File: src/rtl/watch_pkg.sv
// Shared watch types: time-set FSM states and two-digit BCD increment helpers.
package watch_pkg;

  typedef enum logic [1:0] {
    IDLE   = 2'b00,
    EDIT_H = 2'b01,
    EDIT_M = 2'b10,
    COMMIT = 2'b11
  } state_t;

  // Hours wrap 23 -> 00; units roll into tens otherwise.
  function automatic logic [7:0] bcd_inc_hour(input logic [3:0] dez, input logic [3:0] uni);
    if (dez == 4'd2 && uni == 4'd3) return 8'h00;
    else if (uni == 4'd9)           return {dez + 4'd1, 4'd0};
    else                            return {dez, uni + 4'd1};
  endfunction

  function automatic logic [7:0] bcd_inc_min(input logic [3:0] dez, input logic [3:0] uni);
    if (uni == 4'd9) begin
      if (dez == 4'd5) return 8'h00;
      else             return {dez + 4'd1, 4'd0};
    end
    else return {dez, uni + 4'd1};
  endfunction

endpackage

File: src/rtl/time_set_ctrl_btn_autorepeat.sv
// Rising-edge detector with hold-to-repeat: a step on the press, then after
// REPEAT_DELAY held cycles one step every REPEAT_RATE cycles until release.
module btn_autorepeat #(
  parameter int REPEAT_DELAY = 500,
  parameter int REPEAT_RATE  = 100
) (
  input  logic clk,
  input  logic reset,
  input  logic btn,
  output logic rise,
  output logic step
);

  localparam int CW = $clog2(REPEAT_DELAY + 1);

  logic          prev;
  logic [CW-1:0] hold;

  assign rise = btn & ~prev;
  assign step = rise | (btn & prev & (hold == CW'(REPEAT_DELAY)));

  // hold counts cycles since the press; after each repeat it is pulled back
  // so the next match lands REPEAT_RATE cycles later.
  always_ff @(posedge clk or negedge reset) begin
    if (!reset) begin
      prev <= 1'b0;
      hold <= '0;
    end else begin
      prev <= btn;
      if (!btn)                             hold <= '0;
      else if (rise)                        hold <= CW'(1);
      else if (hold == CW'(REPEAT_DELAY))   hold <= CW'(REPEAT_DELAY - REPEAT_RATE + 1);
      else                                  hold <= hold + CW'(1);
    end
  end

endmodule

File: src/rtl/time_set_ctrl.sv
// Watch time-setting controller: hour then minute editing with blink mask,
// inactivity timeout and a one-cycle load of HH:MM:00 into the clock counter.
module time_set_ctrl
  import watch_pkg::*;
#(
  parameter int REPEAT_DELAY = 500,
  parameter int REPEAT_RATE  = 100,
  parameter int BLINK_HALF   = 250,
  parameter int TIMEOUT      = 5000
) (
  input  logic       clk,
  input  logic       reset,
  input  logic       en,
  input  logic       btn_set,
  input  logic       btn_inc,
  input  logic       btn_cancel,
  input  logic [3:0] cur_h_dez,
  input  logic [3:0] cur_h_uni,
  input  logic [3:0] cur_m_dez,
  input  logic [3:0] cur_m_uni,
  output logic       edit_active,
  output logic       blank_h,
  output logic       blank_m,
  output logic [3:0] edt_h_dez,
  output logic [3:0] edt_h_uni,
  output logic [3:0] edt_m_dez,
  output logic [3:0] edt_m_uni,
  output logic       load
);

  localparam int TW = (TIMEOUT > 1)    ? $clog2(TIMEOUT)    : 1;
  localparam int BW = (BLINK_HALF > 1) ? $clog2(BLINK_HALF) : 1;

  state_t        state, next_state;
  logic          prev_set, prev_cancel;
  logic          set_rise, cancel_rise, inc_rise, inc_step;
  logic          any_edge, timed_out, edit_state, entering;
  logic          snapshot, inc_hour, inc_min;
  logic [TW-1:0] tout_cnt;
  logic [BW-1:0] blink_cnt;
  logic          blink_off;

  assign set_rise    = btn_set & ~prev_set;
  assign cancel_rise = btn_cancel & ~prev_cancel;

  btn_autorepeat #(
    .REPEAT_DELAY (REPEAT_DELAY),
    .REPEAT_RATE  (REPEAT_RATE)
  ) u_inc (
    .clk   (clk),
    .reset (reset),
    .btn   (btn_inc),
    .rise  (inc_rise),
    .step  (inc_step)
  );

  assign any_edge   = set_rise | inc_rise | cancel_rise;
  assign timed_out  = ~any_edge & (tout_cnt == TW'(TIMEOUT - 1));
  assign edit_state = (state == EDIT_H) | (state == EDIT_M);

  // Per-cycle priority: abort (cancel/en/timeout) > set > inc step.
  always_comb begin
    next_state = state;
    snapshot   = 1'b0;
    inc_hour   = 1'b0;
    inc_min    = 1'b0;
    case (state)
      IDLE: begin
        if (set_rise & en & ~cancel_rise) begin
          next_state = EDIT_H;
          snapshot   = 1'b1;
        end
      end
      EDIT_H: begin
        if (cancel_rise | ~en | timed_out) next_state = IDLE;
        else if (set_rise)                 next_state = EDIT_M;
        else if (inc_step)                 inc_hour   = 1'b1;
      end
      EDIT_M: begin
        if (cancel_rise | ~en | timed_out) next_state = IDLE;
        else if (set_rise)                 next_state = COMMIT;
        else if (inc_step)                 inc_min    = 1'b1;
      end
      COMMIT:  next_state = IDLE;
      default: next_state = IDLE;
    endcase
  end

  assign entering = (next_state != state) & ((next_state == EDIT_H) | (next_state == EDIT_M));

  always_ff @(posedge clk or negedge reset) begin
    if (!reset) begin
      state       <= IDLE;
      prev_set    <= 1'b0;
      prev_cancel <= 1'b0;
    end else begin
      state       <= next_state;
      prev_set    <= btn_set;
      prev_cancel <= btn_cancel;
    end
  end

  // The buffer keeps its contents on abort; only reset or a new entry replaces it.
  always_ff @(posedge clk or negedge reset) begin
    if (!reset) begin
      {edt_h_dez, edt_h_uni, edt_m_dez, edt_m_uni} <= 16'h0000;
    end else if (snapshot) begin
      {edt_h_dez, edt_h_uni, edt_m_dez, edt_m_uni} <= {cur_h_dez, cur_h_uni, cur_m_dez, cur_m_uni};
    end else if (inc_hour) begin
      {edt_h_dez, edt_h_uni} <= bcd_inc_hour(edt_h_dez, edt_h_uni);
    end else if (inc_min) begin
      {edt_m_dez, edt_m_uni} <= bcd_inc_min(edt_m_dez, edt_m_uni);
    end
  end

  always_ff @(posedge clk or negedge reset) begin
    if (!reset)                              tout_cnt <= '0;
    else if (entering | any_edge | ~edit_state) tout_cnt <= '0;
    else                                     tout_cnt <= tout_cnt + TW'(1);
  end

  // Restarting in the "on" phase makes a freshly changed value visible at once.
  always_ff @(posedge clk or negedge reset) begin
    if (!reset) begin
      blink_cnt <= '0;
      blink_off <= 1'b0;
    end else if (entering | inc_hour | inc_min | ~edit_state) begin
      blink_cnt <= '0;
      blink_off <= 1'b0;
    end else if (blink_cnt == BW'(BLINK_HALF - 1)) begin
      blink_cnt <= '0;
      blink_off <= ~blink_off;
    end else begin
      blink_cnt <= blink_cnt + BW'(1);
    end
  end

  assign edit_active = (state != IDLE);
  assign blank_h     = (state == EDIT_H) & blink_off;
  assign blank_m     = (state == EDIT_M) & blink_off;
  assign load        = (state == COMMIT);

endmodule
File: config.mk
export PLATFORM = sky130hd
export DESIGN_NAME = time_set_ctrl
export DESIGN_NICKNAME = d
export VERILOG_FILES = /design/src/rtl/watch_pkg.sv /design/src/rtl/time_set_ctrl_btn_autorepeat.sv /design/src/rtl/time_set_ctrl.sv
export SDC_FILE = /design/constraint.sdc
export NUM_CORES = 1
export LEC_CHECK = 0
export BUFFER_PORTS_ARGS = -buffer_cell sky130_fd_sc_hd__buf_2
export CAP_MARGIN = 5
export CORE_MARGIN = 2
export CORE_UTILIZATION = 48
export DETAILED_ROUTE_END_ITERATION = 6
export PLACE_DENSITY = 0.7
export SLEW_MARGIN = 20
export SYNTH_ARGS = -nofsm -noshare
export SYNTH_HDL_FRONTEND = slang
export SYNTH_SLANG_ARGS = --single-unit
File: constraint.sdc
create_clock -name clk -period 2.2 [get_ports clk]
set_input_delay 0.22 -clock clk [delete_from_list [all_inputs] [get_ports clk]]
set_output_delay 0.22 -clock clk [all_outputs]
set_load 0.1 [all_outputs]
-- Word-level counts from Yosys, hierarchy flattened
Index checks and enable logic that the tools add are counted.
- output and inout bits: 20
- register bits: 52
- input port bits: 22
- reductions and logical operators: 11
- multiplexer cells: 35
- bitwise operators: 31
- equality and inequality tests: 15
- add/subtract/negate cells: 7
- operators with widths (cell ; number):
    8-bit 2-to-1 mux ; 6
    4-bit 2-to-1 mux ; 10
    9-bit 2-to-1 mux ; 3
    4-bit by 1-bit adder with 4-bit output (second input constant) ; 4
    13-bit by 1-bit adder with 13-bit output (second input constant) ; 1
    13-bit equality test (second input constant) ; 1
    13-bit 2-to-1 mux ; 1
    1-bit OR ; 12
    1-bit AND ; 11
    2-bit 2-to-1 mux ; 5
    2-bit nonzero test ; 5
    9-bit by 1-bit adder with 9-bit output (second input constant) ; 1
    9-bit equality test (second input constant) ; 1
    1-bit 2-to-1 mux ; 9
    8-bit by 1-bit adder with 8-bit output (second input constant) ; 1
    4-bit by 2-bit equality test with 1-bit output (second input constant) ; 2
    4-bit equality test (second input constant) ; 2
    8-bit equality test (second input constant) ; 1
    1-bit inverter ; 8
    2-bit one-hot mux with 4 select lines ; 1
    2-bit equality test (second input constant) ; 3
    2-bit by 1-bit equality test with 1-bit output (second input constant) ; 2
    4-bit by 3-bit equality test with 1-bit output (second input constant) ; 1
    2-bit AND reduction ; 2
    other kinds (6) ; 6

-- Longest topological paths before layout
Gate-level depths: netlist of run 1.
- depth after elaboration: 16
- gate-level depth with buffers: 8
- gate-level depth less buffers: 8

-- By module
Synthesis of run 1 repeated with hierarchy kept, for this count alone.
- cell total of the unflattened synthesis: 308
- area total of the unflattened synthesis: 3010.4 um^2
- by module, submodules not included (module ; area an instance (um^2) ; instances ; cells an instance ; sequential area each (um^2)):
    time_set_ctrl ; 2521.2 ; 1 ; 258 ; 1051.0
    btn_autorepeat ; 489.2 ; 1 ; 50 ; 250.2

-- Worst setup path after synthesis of run 1
No wires, ideal clock.
- path kind: reg2reg
- from: register edt_h_dez[0]
- to: register edt_h_uni[3]
- data arrival time: 2.675 ns
- path slack: -0.547 ns
- period minus slack after synthesis: 2.747 ns
- required time: 2.128 ns
- cell stages (with the launch flop): 8
- path through: dfrtp_1 > inv_1 > ha_1 > nor4b_1 > a211o_1 > or4b_1 > or3_1 > nand3_1
- word-level cells in the longest chain between the ends: 5
- ends and longest elaborated chain (element ; line ; text):
    start: declaration ; time_set_ctrl.sv:24 ; output logic [3:0] edt_h_dez,
    start signal: assignment ; time_set_ctrl.sv:108 ; {edt_h_dez, edt_h_uni, edt_m_dez, edt_m_uni} <= {cur_h_dez, cur_h_uni, cur_m_dez, cur_m_uni};
    start signal: assignment ; time_set_ctrl.sv:110 ; {edt_h_dez, edt_h_uni} <= bcd_inc_hour(edt_h_dez, edt_h_uni);
    4-bit by 2-bit equality test with 1-bit output ; watch_pkg.sv:13 ; if (dez == 4'd2 && uni == 4'd3) return 8'h00;
    1-bit logical AND ; watch_pkg.sv:13 ;
    8-bit 2-to-1 mux ; watch_pkg.sv:13 ;
    4-bit 2-to-1 mux ; time_set_ctrl.sv:109 ; end else if (inc_hour) begin
    4-bit 2-to-1 mux ; time_set_ctrl.sv:107 ; end else if (snapshot) begin
    end signal: assignment ; time_set_ctrl.sv:108 ;
    end signal: assignment ; time_set_ctrl.sv:110 ;
    end: declaration ; time_set_ctrl.sv:25 ; output logic [3:0] edt_h_uni,
Every way passes these cells. The select of a mux whose other input is x is not followed.
A chain may end at the register's enable or synchronous reset.

-- Final worst setup path of run 1
- from: register edt_h_dez[1]
- to: register edt_h_uni[2]
The elaborated chain is that of the path after synthesis.

==> results of run 1 <==
## cells by family after synthesis
group | after synthesis
compound gates | 42
fa+ha+maj | 16
mux | 1
buf+inv | 20
flops | 52
xor+xnor | 23
simple gates | 156
## cells in the mapped netlist (4+ instances only)
master	count
sky130_fd_sc_hd__dfrtp_1	52
sky130_fd_sc_hd__nand2_1	35
sky130_fd_sc_hd__nand3_1	31
sky130_fd_sc_hd__nor2_1	30
sky130_fd_sc_hd__ha_1	16
sky130_fd_sc_hd__o21ai_0	15
sky130_fd_sc_hd__xor2_1	15
sky130_fd_sc_hd__inv_1	13
sky130_fd_sc_hd__nor3_1	11
sky130_fd_sc_hd__or3_1	8
sky130_fd_sc_hd__xnor2_1	8
sky130_fd_sc_hd__a21oi_1	6
sky130_fd_sc_hd__clkbuf_1	5
sky130_fd_sc_hd__nand2b_1	5
sky130_fd_sc_hd__nand4_1	5
sky130_fd_sc_hd__a31oi_1	4
sky130_fd_sc_hd__and3_1	4
sky130_fd_sc_hd__nor2b_1	4
sky130_fd_sc_hd__or4_1	4
## worst max-delay path by stage
stage | start | endpoint | slack, ns | cells past startpoint
after floorplan | edt_h_uni[0] | edt_h_uni[3] | -0.05 | 7
final | edt_h_dez[1] | edt_h_uni[2] | 0.006 | 5
after global routing | state[0] | edt_h_uni[2] | -0.07 | 6
after global placement | u_inc.hold[0] | edt_m_dez[3] | 0.10 | 8
after CTS | u_inc.hold[0] | edt_m_dez[3] | 0.01 | 8
after detailed placement | state[0] | edt_h_uni[3] | 0.04 | 7
## stage by stage
| stage | utilization [%] | hold WS [ns] |
|---|---|---|
| floorplan | - | -0.0756 |
| global placement | 57.1 | 0.346 |
| detailed placement | 57.1 | 0.352 |
| CTS | 58.9 | 0.0291 |
| global route | 60.5 | 0.0219 |
| finish | 60.5 | 0.0189 |
## power by group through the flow
stage	Combinational (W)	Clock (W)	Sequential [W]
2_1_floorplan	0.000608	0	0.00239
3_3_place_gp	0.00202	0	0.00140
3_5_place_dp	0.00205	0	0.00141
4_1_cts	0.00205	0.000673	0.00139
5_1_grt	0.00221	0.000706	0.00143
6_report	0.00208	0.000653	0.00139
## worst max-delay path, delay by kind of cell (launching register included)
kind	cells	cell delay (ns)
flops	1	0.52
fa+ha+maj	1	0.20
compound gates	2	0.64
simple gates	2	0.70
## sequential cells by signal, summed over array words and instances (netlist names)
register and count:
tout_cnt 13, u_inc.hold 9, blink_cnt 8, edt_h_dez 4, edt_h_uni 4, edt_m_dez 4
edt_m_uni 4, state 2, blink_off 1, prev_cancel 1, prev_set 1, u_inc.prev 1
## placed cells by master, fill, tap and decap left out, drive strengths merged, types with 4 or more instances in the layout
cell type / count
nand2b: 5
nor2b: 4
buf: 66
inv: 13
or3: 8
a31oi: 5
nand4: 5
nor2: 30
and3: 4
nand2: 36
nand3: 31
nor3: 11
dfrtp: 52
xnor2: 8
ha: 16
a21oi: 6
o21ai: 16
or4: 4
clkbuf: 6
xor2: 15
## final cells by class
cell class              instances  area [um^2]  area share, %
flip-flops and latches         52         1320           37.2
clock inverters                 2         35.0          0.983
well taps                      75         93.8           2.63
clock buffers                   6         72.6           2.04
repair buffers                 67          404           11.3
multi-input cells             238         1580           44.5
inverters                      13         48.8           1.37
## repair_timing
item	4_1_cts	5_1_grt
hold buffers	0	0
gates resized for setup	0	13
endpoints found under the setup margin	0	14
setup buffers	0	3
## metal layers
metal | wire length [um] | vias up | track usage, %
met1 | 2960 | 1159 | 25.1
li1 | - | 1232 | -
met4 | 42 | 0 | 5.33
met2 | 2870 | 45 | 30.2
met3 | 272 | 6 | 4.07
met5 | 0 | - | 0
==> metrics.txt, run 1 <==
# TYPE chip_impl_metric gauge
chip_impl_metric{name="min_period_over_period",unit="%"} 99.7
chip_impl_info{name="ys.flop_type",value="sky130_fd_sc_hd__dfrtp_1"} 1
chip_impl_metric{name="total_neg_setup_slack",unit="ns"} 0
chip_impl_metric{name="synth_compound_gate_area_share",unit="%"} 10.1
chip_impl_metric{name="vias",unit=""} 2442
chip_impl_metric{name="setup_ws",unit="ns"} 0.00566
chip_impl_metric{name="chipWidth",unit="um"} 81.8
chip_impl_metric{name="detail_route.wl_per_cell",unit="um"} 13.6
chip_impl_metric{name="cts.sinks",unit=""} 52
chip_impl_metric{name="area.growth.synth_to_final",unit="%"} 22.7
chip_impl_metric{name="grt.overflow.total",unit=""} 0
chip_impl_metric{name="max_stage_delay",unit="ns"} 0.56
chip_impl_metric{name="global_route.usage.total",unit="%"} 18.6
chip_impl_info{name="largest_area_contributor_in_the_synthesized_netlist",value="sky130_fd_sc_hd__dfrtp_1"} 1
chip_impl_metric{name="detailed_place.area",unit="um^2"} 3360
chip_impl_metric{name="core_region_area",unit="um^2"} 5890
chip_impl_metric{name="finalInstanceArea",unit="um^2"} 3560
chip_impl_info{name="timing.hold.worst.class",value="input port to asynchronous set/reset pin"} 1
chip_impl_metric{name="report.final.setup_viol",unit=""} 0
chip_impl_metric{name="synthSimpleGateAreaFrac",unit="%"} 28.1
chip_impl_metric{name="internal_power",unit="W"} 0.00197
chip_impl_metric{name="clk_pin_slew",unit="ns"} 0.09
chip_impl_metric{name="fmaxAchievable",unit="MHz"} 456
chip_impl_info{name="rsz0062_at_grt",value="yes"} 1
chip_impl_info{name="main_combinational_cell_family_by_area_after_synthesis",value="simple AND/OR/NAND/NOR gates"} 1
chip_impl_metric{name="power-per-cell-area",unit="nW/um^2"} 1160
chip_impl_metric{name="row_count",unit=""} 28
chip_impl_metric{name="synthXorXnorAreaFrac",unit="%"} 6.94
chip_impl_metric{name="grt_first_pass_wirelength",unit="um"} 9720
chip_impl_metric{name="clockBufferDepth",unit=""} 2
chip_impl_metric{name="synthMuxAreaShare",unit="%"} 0.345
chip_impl_metric{name="cp_data_required_time",unit="ns"} 2.37
chip_impl_metric{name="total_switching_power",unit="W"} 0.00216
chip_impl_metric{name="synth.ff_latch_count",unit=""} 52
chip_impl_info{name="cts_root_buffer",value="sky130_fd_sc_hd__clkbuf_8"} 1
chip_impl_metric{name="postSynth.asyncResetShare",unit="%"} 100
chip_impl_info{name="standard_cell_with_the_maximum_stage_delay_on_the_critical_path",value="sky130_fd_sc_hd__or4b_4"} 1
chip_impl_info{name="tritoncts_clock_tree",value="yes"} 1
chip_impl_metric{name="floorplan.initialDensity",unit="%"} 49.3
chip_impl_metric{name="place.detailed.instances",unit=""} 441
chip_impl_metric{name="drt_drc_violations_left",unit=""} 0
chip_impl_metric{name="syn-instance-count",unit=""} 310
chip_impl_metric{name="first_pass_iters",unit=""} 4
chip_impl_metric{name="overall_die_area",unit="um^2"} 6690
chip_impl_metric{name="worst_reg_to_reg_cells",unit=""} 5
chip_impl_metric{name="maxCapViolations",unit=""} 0
chip_impl_metric{name="static-leakage-power",unit="nW"} 1.56
chip_impl_metric{name="rrSetupSlack",unit="ns"} 0.006
chip_impl_metric{name="finalCriticalPeriod",unit="ns"} 2.19
chip_impl_info{name="ys_top_cells_by_area",value="sky130_fd_sc_hd__dfrtp_1 (45%), sky130_fd_sc_hd__ha_1 (6.9%), sky130_fd_sc_hd__nand3_1 (5.3%)"} 1
chip_impl_metric{name="vias_per_instance",unit=""} 5.39
chip_impl_metric{name="critical_path.max_fanout",unit=""} 6
chip_impl_metric{name="final_net_count",unit=""} 415
chip_impl_metric{name="dpl.hpwl",unit="um"} 4300
chip_impl_metric{name="die-height",unit="um"} 81.8
chip_impl_metric{name="synthesized_cell_area",unit="um^2"} 2900
chip_impl_info{name="startpoint_of_the_lowest_slack_register_to_register_path",value="edt_h_dez[1]"} 1
chip_impl_metric{name="ir_drop",unit="uV"} 1080
chip_impl_metric{name="tritoncts.num_buffers",unit=""} 5
chip_impl_metric{name="pwr-share-clk",unit="%"} 15.8
chip_impl_metric{name="synth_adder_area_share",unit="%"} 6.90
chip_impl_metric{name="via_count_of_the_first_global_routing_pass",unit=""} 2193
chip_impl_metric{name="final_weighted_congestion_in_routability_driven_placement",unit=""} 0.838
chip_impl_info{name="worstSetupEndpointType",value="register"} 1
chip_impl_metric{name="finClkSkew",unit="ns"} 0.00594
chip_impl_metric{name="critical_path_arrival",unit="ns"} 2.36
chip_impl_metric{name="synth_seq_area_share",unit="%"} 44.8
chip_impl_metric{name="report.power.total",unit="W"} 0.00413
chip_impl_metric{name="detail-route-antenna-nets",unit=""} 0
chip_impl_metric{name="maxSlewHeadroom",unit="%"} 56.0
chip_impl_metric{name="insertedDiodeCount",unit=""} 0
chip_impl_metric{name="pin_count",unit=""} 42
chip_impl_metric{name="drt_iter0_drc",unit=""} 98
chip_impl_metric{name="post_layout_nonfiller_instances",unit=""} 453
chip_impl_metric{name="mean_post_synth_cell_area",unit="um^2"} 9.36
chip_impl_info{name="cp_cell_sequence",value="ha_1 -> nor4b_1 -> a211o_1 -> or4b_4 -> o311ai_0"} 1
chip_impl_metric{name="syn_nets",unit=""} 348
chip_impl_metric{name="detail_route.wirelength",unit="um"} 6140
chip_impl_metric{name="dp_worst_setup_slack",unit="ns"} 0.0417
chip_impl_metric{name="timing_hold_violations_final",unit=""} 0
chip_impl_metric{name="io_buffer_count",unit=""} 41
chip_impl_metric{name="final_max_slew_viol_count",unit=""} 0
chip_impl_info{name="path_class",value="register to register"} 1
chip_impl_metric{name="power.switching_fraction",unit="%"} 52.4
chip_impl_metric{name="yosys.area.top_type_share",unit="%"} 44.8
chip_impl_metric{name="power.share.sequential",unit="%"} 33.7
chip_impl_metric{name="ys_types",unit=""} 48
chip_impl_info{name="critPathLaunchType",value="register"} 1
chip_impl_metric{name="h-tree-depth",unit=""} 2
chip_impl_info{name="result_of_the_run",value="finished clean"} 1
chip_impl_metric{name="synth_edf_count",unit=""} 0
chip_impl_metric{name="final_layout_size_suffix_gt1_share",unit="%"} 27.5
chip_impl_metric{name="nFillCells",unit=""} 517
chip_impl_metric{name="tightest_slew",unit="ns"} 0.660
chip_impl_metric{name="synth-warning-count",unit=""} 0
chip_impl_metric{name="clk-insertion-delay-late",unit="ns"} 0.30
chip_impl_info{name="r2r_end",value="edt_h_uni[2]"} 1
chip_impl_metric{name="combinational_fraction_of_design_power",unit="%"} 50.4
chip_impl_metric{name="grt_antenna_before_repair",unit=""} 0
chip_impl_metric{name="maximum_number_of_pins_on_one_net_before_global_route_repair",unit=""} 53
No activity file was read; power rests on OpenSTA's default activity.
==> run 2, diff against run 1 <==
==> constraint.sdc (replaced) <==
create_clock -name clk -period 2.2 [get_ports clk]
set_input_delay 0.22 -clock clk [delete_from_list [all_inputs] [get_ports clk]]
set_output_delay 0.22 -clock clk [all_outputs]
set_load 0.01 [all_outputs]
==> run 2 against run 1 <==
Against the previous run: fmax grew 4.4%; largest cell class unchanged; sequential share of layout area is 0.43 points lower; via count up 2.3%; cell count increased by 0.22%; combinational power shrank 47%; clock-buffer cell count did not move; largest power group is now sequential cells; critical path type unchanged; clock skew rose by 0.010 ns; power fell by 29%; die area stayed put; critical path depth grew 2; first-iteration DRC count up 68%.
==> metrics.txt, run 2 (synthesized netlist as in run 1, its figures left out) <==
# TYPE chip_impl_metric gauge
chip_impl_info{name="result_of_the_run",value="finished clean"} 1
chip_impl_metric{name="pin_count",unit=""} 42
chip_impl_metric{name="worst_reg_to_reg_cells",unit=""} 7
chip_impl_metric{name="cts.sinks",unit=""} 52
chip_impl_metric{name="io_buffer_count",unit=""} 41
chip_impl_info{name="regMostFlops",value="tout_cnt"} 1
chip_impl_metric{name="tritoncts.num_buffers",unit=""} 5
chip_impl_info{name="most-common-layout-cells",value="sky130_fd_sc_hd__dfrtp_1 (51), sky130_fd_sc_hd__buf_2 (41), sky130_fd_sc_hd__nand2_1 (35), sky130_fd_sc_hd__nand3_1 (30), sky130_fd_sc_hd__nor2_1 (29)"} 1
chip_impl_metric{name="clockBufferDepth",unit=""} 2
chip_impl_metric{name="first_pass_iters",unit=""} 4
chip_impl_metric{name="global_route.usage.total",unit="%"} 20.5
chip_impl_metric{name="vias_per_instance",unit=""} 5.50
chip_impl_metric{name="dp_worst_setup_slack",unit="ns"} 0.0312
chip_impl_info{name="startpoint_of_the_lowest_slack_register_to_register_path",value="u_inc.hold[0]"} 1
chip_impl_info{name="worstSetupEndpointType",value="register"} 1
chip_impl_metric{name="area.growth.synth_to_final",unit="%"} 22.2
chip_impl_metric{name="overall_die_area",unit="um^2"} 6690
chip_impl_metric{name="fmaxAchievable",unit="MHz"} 476
chip_impl_metric{name="floorplan.initialDensity",unit="%"} 49.3
chip_impl_info{name="tritoncts_clock_tree",value="yes"} 1
chip_impl_metric{name="clk_pin_slew",unit="ns"} 0.10
chip_impl_metric{name="tightest_slew",unit="ns"} 0.624
chip_impl_metric{name="detail-route-antenna-nets",unit=""} 0
chip_impl_metric{name="setup_ws",unit="ns"} 0.0978
chip_impl_metric{name="via_count_of_the_first_global_routing_pass",unit=""} 2302
chip_impl_metric{name="final_net_count",unit=""} 417
chip_impl_metric{name="vias",unit=""} 2499
chip_impl_info{name="holdCritStartpoint",value="btn_cancel"} 1
chip_impl_metric{name="place.detailed.instances",unit=""} 444
chip_impl_metric{name="cp_data_required_time",unit="ns"} 2.44
chip_impl_metric{name="static-leakage-power",unit="nW"} 1.56
chip_impl_metric{name="detail_route.wl_per_cell",unit="um"} 14.3
chip_impl_metric{name="insertedDiodeCount",unit=""} 0
chip_impl_metric{name="min_path_cells",unit=""} 1
chip_impl_metric{name="finalCriticalPeriod",unit="ns"} 2.10
chip_impl_metric{name="critical_path.max_fanout",unit=""} 5
chip_impl_metric{name="row_count",unit=""} 28
chip_impl_info{name="rsz0062_at_grt",value="yes"} 1
chip_impl_info{name="critPathLaunchType",value="register"} 1
chip_impl_metric{name="grt_first_pass_wirelength",unit="um"} 10500
chip_impl_metric{name="critical_path_arrival",unit="ns"} 2.35
chip_impl_metric{name="die-height",unit="um"} 81.8
chip_impl_metric{name="min_period_over_period",unit="%"} 95.6
chip_impl_info{name="cts_root_buffer",value="sky130_fd_sc_hd__clkbuf_8"} 1
chip_impl_metric{name="final_max_slew_viol_count",unit=""} 0
chip_impl_metric{name="final_layout_size_suffix_gt1_share",unit="%"} 24.5
chip_impl_metric{name="h-tree-depth",unit=""} 2
chip_impl_metric{name="clk-insertion-delay-late",unit="ns"} 0.31
chip_impl_metric{name="chipWidth",unit="um"} 81.8
chip_impl_metric{name="core_region_area",unit="um^2"} 5890
chip_impl_metric{name="post_layout_nonfiller_instances",unit=""} 454
chip_impl_metric{name="report.power.total",unit="W"} 0.00294
chip_impl_info{name="path_class",value="register to register"} 1
chip_impl_metric{name="grt_antenna_before_repair",unit=""} 0
chip_impl_metric{name="drt_iter0_drc",unit=""} 165
chip_impl_metric{name="detail_route.wirelength",unit="um"} 6480
chip_impl_metric{name="report.final.setup_viol",unit=""} 0
chip_impl_metric{name="timing_hold_violations_final",unit=""} 0
chip_impl_metric{name="grt.overflow.total",unit=""} 0
chip_impl_info{name="layout_top_registers",value="tout_cnt x13, u_inc.hold x9, blink_cnt x8"} 1
chip_impl_info{name="startpoint",value="u_inc.hold[0]"} 1
chip_impl_metric{name="power-per-cell-area",unit="nW/um^2"} 830
chip_impl_metric{name="maximum_number_of_pins_on_one_net_before_global_route_repair",unit=""} 32
chip_impl_metric{name="largest_register_ffs",unit=""} 13
chip_impl_metric{name="ir_drop",unit="uV"} 550
chip_impl_metric{name="maxSlewHeadroom",unit="%"} 57.9
chip_impl_info{name="timing.hold.worst.class",value="input port to register"} 1
chip_impl_info{name="most_frequent_standard_cell_in_the_layout_excluding_fill_and_tap_cells",value="sky130_fd_sc_hd__dfrtp_1"} 1
chip_impl_metric{name="dpl.hpwl",unit="um"} 4810
chip_impl_metric{name="maxCapViolations",unit=""} 0
chip_impl_metric{name="finClkSkew",unit="ns"} 0.0161
chip_impl_metric{name="drt_drc_violations_left",unit=""} 0
chip_impl_metric{name="final_weighted_congestion_in_routability_driven_placement",unit=""} 0.886
[run 2: changes by cell type in the layout (fill, tap and decap cells not counted), moves of 2 or more]
| cell | change |
|---|---|
| sky130_fd_sc_hd__dfrtp_2 | -5 |
| sky130_fd_sc_hd__nor3_2 | +2 |
| sky130_fd_sc_hd__inv_2 | -2 |
| sky130_fd_sc_hd__inv_1 | +2 |
| sky130_fd_sc_hd__nor3_1 | -2 |
| sky130_fd_sc_hd__dfrtp_1 | +9 |
| sky130_fd_sc_hd__dfrtp_4 | -4 |
[run 2: worst paths after layout]
check	end	slack [ns]
setup / recovery	edt_h_uni[3]	0.1
hold / removal	prev_cancel	0.05
setup reg to reg	edt_h_uni[3]	0.1
hold reg to reg	blink_cnt[0]	0.51
max in group asynchronous	tout_cnt[6]	1.23
min in group asynchronous	blink_cnt[2]	0.41
[run 2: final cells by class]
cell class | count | area (um^2)
Clock buffer | 6 | 72.6
Clock inverter | 1 | 5.00
Fill cell | 518 | 2340
Inverter | 13 | 48.8
Multi-Input combinational cell | 239 | 1600
Sequential cell | 52 | 1300
Tap cell | 75 | 93.8
Timing Repair Buffer | 68 | 423
[run 2: per-stage QoR]
step / setup TNS [ns] / hold slack, ns / util (%) / cell area [um^2]
after floorplan: 0 / -0.0756 / - / 2900
after global placement: 0 / 0.227 / 57.3 / 3370
after detailed placement: 0 / 0.224 / 57.3 / 3370
after CTS: 0 / 0.0411 / 58.8 / 3460
after global routing: -0.0317 / 0.0394 / 60.2 / 3550
final: 0 / 0.0489 / 60.2 / 3550
[run 2: report_power, final]
group / leakage, nW / internal, W / switching [W]
clock: 0.0410 / 0.000217 / 0.000298
combinational: 0.842 / 0.000483 / 0.000618
sequential: 0.679 / 0.00113 / 0.000196
total: 1.56 / 0.00183 / 0.00111
[run 2: layer usage]
layer,routed length (um),GRT usage (%)
met5,0,0
met4,85,6.67
met3,295,5.38
met2,3050,31.3
met1,3050,28.3
[run 2: what timing repair did]
item | 4_1_cts | 5_1_grt
setup buffers | 0 | 1
endpoints found under the setup margin | 0 | 19
resized for setup | 0 | 14
hold buffers | 1 | 0
hold endpoints to repair | 21 | 0
[run 2: critical path, stage by stage (launching register included)]
cell and delay, ns:
sky130_fd_sc_hd__dfrtp_1 0.38, sky130_fd_sc_hd__inv_1 0.06, sky130_fd_sc_hd__ha_1 0.13, sky130_fd_sc_hd__nand3b_1 0.08
sky130_fd_sc_hd__o31a_1 0.39, sky130_fd_sc_hd__or4b_4 0.59, sky130_fd_sc_hd__or3_1 0.33, sky130_fd_sc_hd__nand3_1 0.07
